`src/rtl/difficulty_menu_ctrl.sv`:
```
// Difficulty-selection screen sequencer.
// Debounces the Up/Down/Centre buttons, moves the highlighted row, runs a
// timed confirmation phase, latches the difficulty and hands the display to
// the game until the game core reports game over.
module difficulty_menu_ctrl #(
    parameter int DEBOUNCE_CYCLES = 1000000,
    parameter int CONFIRM_CYCLES  = 50000000
) (
    input  logic       clk,
    input  logic       rst_n,
    input  logic       btn_up,
    input  logic       btn_down,
    input  logic       btn_sel,
    input  logic       game_over,
    output logic [1:0] selection,
    output logic [1:0] difficulty,
    output logic       menu_active,
    output logic       flash,
    output logic       game_start
);

    // Debounce counter only ever needs to reach DEBOUNCE_CYCLES-1.
    localparam int CW = (DEBOUNCE_CYCLES > 2) ? $clog2(DEBOUNCE_CYCLES) : 1;
    // Confirm timer is loaded with CONFIRM_CYCLES-1 and counts down to 0.
    localparam int TW = (CONFIRM_CYCLES > 1) ? $clog2(CONFIRM_CYCLES) : 1;

    localparam logic [CW-1:0] DEB_MAX    = CW'(DEBOUNCE_CYCLES - 1);
    localparam logic [TW-1:0] TIMER_LOAD = TW'(CONFIRM_CYCLES - 1);

    // Button index mapping used throughout: 0 = Up, 1 = Down, 2 = Centre.
    localparam int BTN_UP   = 0;
    localparam int BTN_DOWN = 1;
    localparam int BTN_SEL  = 2;

    typedef enum logic [1:0] {
        ST_MENU    = 2'd0,
        ST_CONFIRM = 2'd1,
        ST_PLAY    = 2'd2
    } state_t;

    logic [2:0] raw_btn;
    logic [2:0] press;

    assign raw_btn = {btn_sel, btn_down, btn_up};

    // ------------------------------------------------------------------
    // Per-button input path: synchroniser, debouncer, rising-edge event.
    // ------------------------------------------------------------------
    genvar gi;
    generate
        for (gi = 0; gi < 3; gi++) begin : g_btn
            logic          sync1_reg;
            logic          sync2_reg;
            logic          deb_reg;
            logic          deb_d_reg;
            logic          press_reg;
            logic [CW-1:0] cnt_reg;

            // Two-flop synchroniser for the asynchronous raw button pin.
            always_ff @(posedge clk or negedge rst_n) begin
                if (!rst_n) begin
                    sync1_reg <= 1'b0;
                    sync2_reg <= 1'b0;
                end else begin
                    sync1_reg <= raw_btn[gi];
                    sync2_reg <= sync1_reg;
                end
            end

            // Accept a level change only after it has persisted long enough;
            // any agreement between synced and debounced restarts the count.
            always_ff @(posedge clk or negedge rst_n) begin
                if (!rst_n) begin
                    deb_reg <= 1'b0;
                    cnt_reg <= '0;
                end else if (sync2_reg != deb_reg) begin
                    if (cnt_reg == DEB_MAX) begin
                        deb_reg <= sync2_reg;
                        cnt_reg <= '0;
                    end else begin
                        cnt_reg <= cnt_reg + 1'b1;
                    end
                end else begin
                    cnt_reg <= '0;
                end
            end

            // One-cycle press pulse on the debounced rising edge; releases
            // produce nothing.
            always_ff @(posedge clk or negedge rst_n) begin
                if (!rst_n) begin
                    deb_d_reg <= 1'b0;
                    press_reg <= 1'b0;
                end else begin
                    deb_d_reg <= deb_reg;
                    press_reg <= deb_reg & ~deb_d_reg;
                end
            end

            assign press[gi] = press_reg;
        end
    endgenerate

    // ------------------------------------------------------------------
    // Menu sequencer.
    // ------------------------------------------------------------------
    state_t        state_reg,       state_next;
    logic [1:0]    selection_reg,   selection_next;
    logic [1:0]    difficulty_reg,  difficulty_next;
    logic [TW-1:0] timer_reg,       timer_next;
    logic          menu_active_reg, menu_active_next;
    logic          flash_reg,       flash_next;
    logic          game_start_reg,  game_start_next;

    logic up_evt;
    logic down_evt;
    logic sel_evt;

    assign up_evt   = press[BTN_UP];
    assign down_evt = press[BTN_DOWN];
    assign sel_evt  = press[BTN_SEL];

    // State and output registers; all outputs are registered.
    always_ff @(posedge clk or negedge rst_n) begin
        if (!rst_n) begin
            state_reg       <= ST_MENU;
            selection_reg   <= 2'd0;
            difficulty_reg  <= 2'd0;
            timer_reg       <= '0;
            menu_active_reg <= 1'b1;
            flash_reg       <= 1'b0;
            game_start_reg  <= 1'b0;
        end else begin
            state_reg       <= state_next;
            selection_reg   <= selection_next;
            difficulty_reg  <= difficulty_next;
            timer_reg       <= timer_next;
            menu_active_reg <= menu_active_next;
            flash_reg       <= flash_next;
            game_start_reg  <= game_start_next;
        end
    end

    // Next-state and next-output logic for MENU / CONFIRM / PLAY.
    always_comb begin
        state_next       = state_reg;
        selection_next   = selection_reg;
        difficulty_next  = difficulty_reg;
        timer_next       = timer_reg;
        menu_active_next = menu_active_reg;
        flash_next       = flash_reg;
        game_start_next  = 1'b0;

        case (state_reg)
            ST_MENU: begin
                menu_active_next = 1'b1;
                flash_next       = 1'b0;
                if (sel_evt) begin
                    // Centre wins over a simultaneous Up/Down.
                    difficulty_next = selection_reg;
                    timer_next      = TIMER_LOAD;
                    flash_next      = 1'b1;
                    state_next      = ST_CONFIRM;
                end else if (up_evt && !down_evt) begin
                    selection_next = (selection_reg == 2'd0) ? 2'd2
                                                             : selection_reg - 2'd1;
                end else if (down_evt && !up_evt) begin
                    selection_next = (selection_reg >= 2'd2) ? 2'd0
                                                             : selection_reg + 2'd1;
                end
            end

            ST_CONFIRM: begin
                // Button events are dropped here; only the timer runs.
                if (timer_reg == '0) begin
                    state_next       = ST_PLAY;
                    game_start_next  = 1'b1;
                    menu_active_next = 1'b0;
                    flash_next       = 1'b0;
                end else begin
                    timer_next = timer_reg - 1'b1;
                end
            end

            ST_PLAY: begin
                menu_active_next = 1'b0;
                flash_next       = 1'b0;
                if (game_over) begin
                    // Highlight comes back on the difficulty just played.
                    state_next       = ST_MENU;
                    menu_active_next = 1'b1;
                    selection_next   = difficulty_reg;
                end
            end

            default: begin
                state_next       = ST_MENU;
                menu_active_next = 1'b1;
                flash_next       = 1'b0;
            end
        endcase

        // Row 3 does not exist; recover to Easy if it ever appears.
        if (selection_reg == 2'd3) begin
            selection_next = 2'd0;
        end
    end

    assign selection   = selection_reg;
    assign difficulty  = difficulty_reg;
    assign menu_active = menu_active_reg;
    assign flash       = flash_reg;
    assign game_start  = game_start_reg;

endmodule

```
`config.mk`:
```
export PLATFORM = sky130hd
export DESIGN_NAME = difficulty_menu_ctrl
export DESIGN_NICKNAME = d
export VERILOG_FILES = /design/src/rtl/difficulty_menu_ctrl.sv
export SDC_FILE = /design/constraint.sdc
export NUM_CORES = 1
export LEC_CHECK = 0
export ABC_AREA = 0
export BUFFER_PORTS_ARGS = -buffer_cell sky130_fd_sc_hd__buf_2
export CELL_PAD_IN_SITES_DETAIL_PLACEMENT = 0
export CELL_PAD_IN_SITES_GLOBAL_PLACEMENT = 1
export CORE_MARGIN = 2
export CORE_UTILIZATION = 45
export DETAILED_ROUTE_END_ITERATION = 10
export PLACE_DENSITY = 0.84
export SKIP_LAST_GASP = 1
export SLEW_MARGIN = 15
export SYNTH_ARGS = -nofsm -noshare
export SYNTH_HDL_FRONTEND = slang
export SYNTH_SLANG_ARGS = --single-unit
```
`constraint.sdc`:
```
create_clock -name clk -period 2 [get_ports clk]
set_input_delay 0.3 -clock clk [delete_from_list [all_inputs] [get_ports clk]]
set_output_delay 0.3 -clock clk [all_outputs]
set_load 0.005 [all_outputs]
```
**Yosys cells after proc, flatten, opt, wreduce, memory -nomap -nowiden**

Cells that the tools add are included.

- Input port bits: 6
- Register bits: 110
- Output and inout bits: 7
- Word-level logic and storage cells: 98

- $lt $le $gt $ge: 1
- Mux-type cells: 28
- Reductions and logical operators: 16
- Bitwise logic cells: 6
- Equal/unequal tests: 16
- $add $sub $neg: 6

Operators by type and width:

| cell | number |
|---|---|
| two-way mux 20 bit | 6 |
| adder 20 x 1 -> 20 bit, second input constant | 3 |
| equality test 20 bit, second input constant | 3 |
| two-way mux 26 bit | 2 |
| one-hot mux 26 bit (2 select lines) | 1 |
| zero test 26 bit | 1 |
| subtractor 26 x 1 -> 26 bit, second input constant | 1 |
| two-way mux 2 bit | 10 |
| != test 2 bit, second input constant | 4 |
| AND reduction 2 bit | 4 |
| != test 3 bit, second input constant | 2 |
| one-hot mux 2 bit (3 select lines) | 1 |
| AND reduction 3 bit | 2 |
| two-way mux 1 bit | 5 |
| equality test 2 bit, second input constant | 2 |
| zero test 2 bit | 2 |
| != test 4 bit, second input constant | 1 |
| one-hot mux 1 bit (2 select lines) | 2 |
| one-hot mux 2 bit (2 select lines) | 1 |
| AND reduction 4 bit | 1 |
| bitwise AND 1 bit | 3 |
| != test 1 bit | 3 |
| inverter 1 bit | 3 |
| nonzero test 3 bit | 1 |
| 7 further kinds | 9 |

**Longest topological paths before layout**

- Word-level depth: 7
- Depth in mapped cells: 8
- Depth with buffers taken out: 7

**Least setup slack after synthesis**

No wires, ideal clock.

- Kind: reg2reg
- Start point: register timer_reg[0]
- End point: register timer_reg[17]
- Required time: 1.868 ns
- Period minus slack after synthesis: 1.967 ns
- Arrival: 1.835 ns
- Buffers on the path: 0
- Library setup time: 0.132 ns
- Path slack: 0.033 ns
- Stages on the path, launching flop included: 8
- Cells stage by stage: dfrtp_1 inv_1 ha_1 nor4b_2 nand3_1 o21ai_1 nor3_1 or3b_1

- Cells in the longest elaborated chain, start to end: 3
- Elaborated cells between the ends (all ways): 6
- Those cells by class: 1 x add/sub; 1 x eq/ne; 2 x mux; 2 x reduce/logical

RTL lines:

| element | RTL line | text |
|---|---|---|
| from (decl) | 110 | `logic [TW-1:0] timer_reg, timer_next;` |
| from (signal assigned) | 137 | `timer_reg <= timer_next;` |
| subtractor 26 x 1 -> 26 bit or zero test 26 bit (tied branches) | 181, 175 |  |
| two-way mux 26 bit or != test 2 bit (tied branches) | - |  |
| one-hot mux 26 bit (2 select lines) or AND reduction 3 bit (tied branches) | - |  |

Several ways; a longest one is shown, not always the timed one. The select of a mux whose other input is x is not followed.
A chain may end at the register's enable or synchronous reset.

**Worst setup path in the final report**

- Start point: register timer_reg[9]
- End point: register timer_reg[17]

The elaborated chain is that of the path after synthesis.

==> results by group <==
Cells and area
  • Diode count: 0
  • Nets: 580
  • Synth-to-Final Area Change: 18.7%
  • Layout cells sized above 1: 17.3%
  • Max reg flops: 60
  • Cell Count, Final, Fillers Out: 714

Floorplanning
  • Rows: 39
  • Ports: 13
  • DIE AREA: 12,400 um^2
  • Starting Density: 45.7%
  • Chip Height: 111 um
  • Die span in x: 111 um
  • Core Area: 11,300 um^2

Min path
  • Hold Startpoint: btn_sel
  • Hold Crit Class: in2reg

Logic synthesis
  • Synth cell types: 50
  • Count leader, synth: dfrtp_1
  • Mapped Nets: roughly 530
  • Seq cells post-synth: 110
  • Post-Syn Area: 5180 um^2
  • Ys async rst share: between 90% and 100%
  • Primary FF master, synth: dfrtp_1
  • Commonest cells in the netlist: dfrtp_1, nor2_1, nand2_1
  • Area leader, netlist: dfrtp_1
  • Gate Count Post-Synth: 513
  • Synth Area per Inst: slightly above 10 um^2
  • Post-synth EDFFs: 0
  • Top post-synthesis cells by area: dfrtp_1, nor2_1, xor2_1, xnor2_1, nand3_1
  • Area share of the largest cell type after synthesis: about 53%
  • Ys Warns: 0
  • Sequential fraction of the synthesis area: between 50% and 60%

STA
  • Tcrit/Tclk final: 96.4%
  • Clock skew: 0.00568 ns
  • Slew margin rel.: 57.2%
  • Max-slew violations: 0
  • Max Fclk: slightly above 0.5 GHz
  • Tmin final: between 1.5 and 2 ns
  • Worst slew pin tran: around 0.64 ns
  • Hold Fails Final Rpt: 0
  • Setup violators final: 0
  • RSZ-0062 raised after global routing: true
  • Post-route setup TNS: 0 ns

CTS
  • CTS H-tree lvls: 3
  • Clk root buf: clkbuf_16
  • CTS clk-pin slew, worst paths: 0.08 ns
  • Clk buf depth: 2
  • Clock sink count: 110
  • Cts bufs inserted: 9
  • CTS tree: yes
  • Clock latency on the worst-skew pair: around 0.35 ns

Critical path
  • WP data arrival: 2.16 ns
  • R2R Path End: timer_reg[17]$_DFFE_PN0P_
  • Critical R2R Launch: timer_reg[9]$_DFFE_PN0P_
  • R2r setup slk: 0.07 ns
  • WP data required: 2.23 ns
  • CP endpoint: timer_reg[17]$_DFFE_PN0P_
  • Worst Setup SP: timer_reg[9]$_DFFE_PN0P_
  • Critical Path Start Type: flop
  • Class of the most critical setup path: reg2reg
  • R2R cell count: 4
  • Max FO, Critical Path: 4
  • CP endpoint kind: flop

Status
  • Status: finished, final reports clean

Route
  • Vias: 3,781
  • Vias per cell: 5.30
  • WL final: 9570 um
  • Post-DRT Antenna Nets: 0
  • Routed length per instance: 13.4 um
  • 1st-iter DRT viols: 157
  • Post-route DRC: 0
  • First-pass detailed-route iteration total: 4

Global routing
  • Largest net degree at the start of global routing: 46
  • Grt ovf: 0
  • Global Route Usage Sum: 16.7%
  • Vias in the first global route: 3,850
  • Initial antenna violation count: 0
  • First-pass GRT wire length: between 15,000 and 20,000 um

Pwr
  • P_leak: 2.83 nW
  • Power per cell area: slightly above 700 nW/um^2
  • Max VDD drop: 777 uV

Placement
  • Port-buffer cells: 12
  • Cell total after placement: 691
  • Final HPWL DP: 6630 um
  • GPL Wtd Cong: 0.768

Job
  • Max-cap violations: 0
-- area by class of cell --
class | count | area, um^2
fillers | 1000 | 5180
flip-flops and latches | 110 | 2750
inverters | 10 | 37.5
clock inverters | 6 | 86.3
repair buffers | 54 | 409
clock buffers | 10 | 239
well taps | 143 | 179
multi-input cells | 381 | 2440
-- worst max-delay path, stage by stage (launching register included) --
cell	delay, ns
dfrtp_1	0.41
or4_4	0.55
or3_4	0.38
o21ai_2	0.11
or3b_1	0.36
-- kinds of logic after synthesis --
| kind of cell | after synthesis | synth area share [%] |
|---|---|---|
| muxes | 11 | 2.22 |
| DFF | 110 | 53.2 |
| adders and majority gates | 8 | 1.93 |
| AOI/OAI and AO/OA | 36 | 4.59 |
| and+or+nand+nor | 264 | 25.8 |
| buffers and inverters | 22 | 1.76 |
| xor gates and xnor gates | 62 | 10.5 |
-- placed cells by master, fill, tap and decap left out, types with 4 or more instances in the layout --
master	count
a21oi_1	5
and3_1	11
buf_2	11
buf_4	39
clkbuf_16	9
dfrtp_1	109
ha_1	7
inv_1	8
mux2i_1	7
nand2_1	41
nand3_1	32
nand3b_1	4
nand4_1	15
nor2_1	87
nor2b_1	5
nor3_1	15
nor4_1	11
nor4_2	5
o21ai_0	9
or2_2	5
or3_1	4
or4_1	4
xnor2_1	30
xor2_1	32
-- power by group --
part | switching (W) | internal [W] | total (W)
sequential | 0.0000290 | 0.00225 | 0.00228
combinational | 0.000116 | 0.0000661 | 0.000182
clock | 0.000864 | 0.00104 | 0.00190
-- layer usage --
metal | wire [um] | GRT usage, % | share of wire (%)
met5 | 0 | 0 | 0
met1 | 4350 | 21.1 | 45
met3 | 384 | 4.92 | 4.0
met4 | 106 | 4.44 | 1.1
met2 | 4740 | 28.1 | 49
-- how the worst min path moves through the flow --
stage	endpoint	slack [ns]	cells past startpoint
2_1_floorplan	difficulty[0]$_DFFE_PN0P_	0.004	0
5_1_grt	g_btn[1].sync1_reg$_DFF_PN0_	0.03	1
3_3_place_gp	timer_reg[24]$_DFFE_PN0P_	0.31	1
6_report	g_btn[2].sync1_reg$_DFF_PN0_	0.04	1
3_5_place_dp	timer_reg[2]$_DFFE_PN0P_	0.31	1
4_1_cts	g_btn[0].sync1_reg$_DFF_PN0_	0.03	1
-- metrics by stage --
step | instance area (um^2) | power [W] | hold slack, ns | setup WS [ns] | utilization [%]
after floorplan | 5180 | 0.00241 | 0.00441 | 0.0333 | -
after global placement | 5650 | 0.00251 | 0.306 | 0.0484 | 49.9
after detailed placement | 5650 | 0.00252 | 0.311 | -0.0280 | 49.9
after CTS | 6000 | 0.00444 | 0.0305 | 0.00327 | 53.0
after global routing | 6140 | 0.00457 | 0.0314 | -0.0549 | 54.3
final | 6140 | 0.00437 | 0.0447 | 0.0722 | 54.3
-- what timing repair did --
| item | CTS | global route |
|---|---|---|
| hold endpoints to repair | 35 | 0 |
| resized for setup | 1 | 20 |
| hold buffers | 1 | 0 |
| endpoints found under the setup margin | 1 | 77 |
| pin swaps | 1 | 9 |
| setup buffers | 1 | 5 |
No activity file was read; power rests on OpenSTA's default activity.
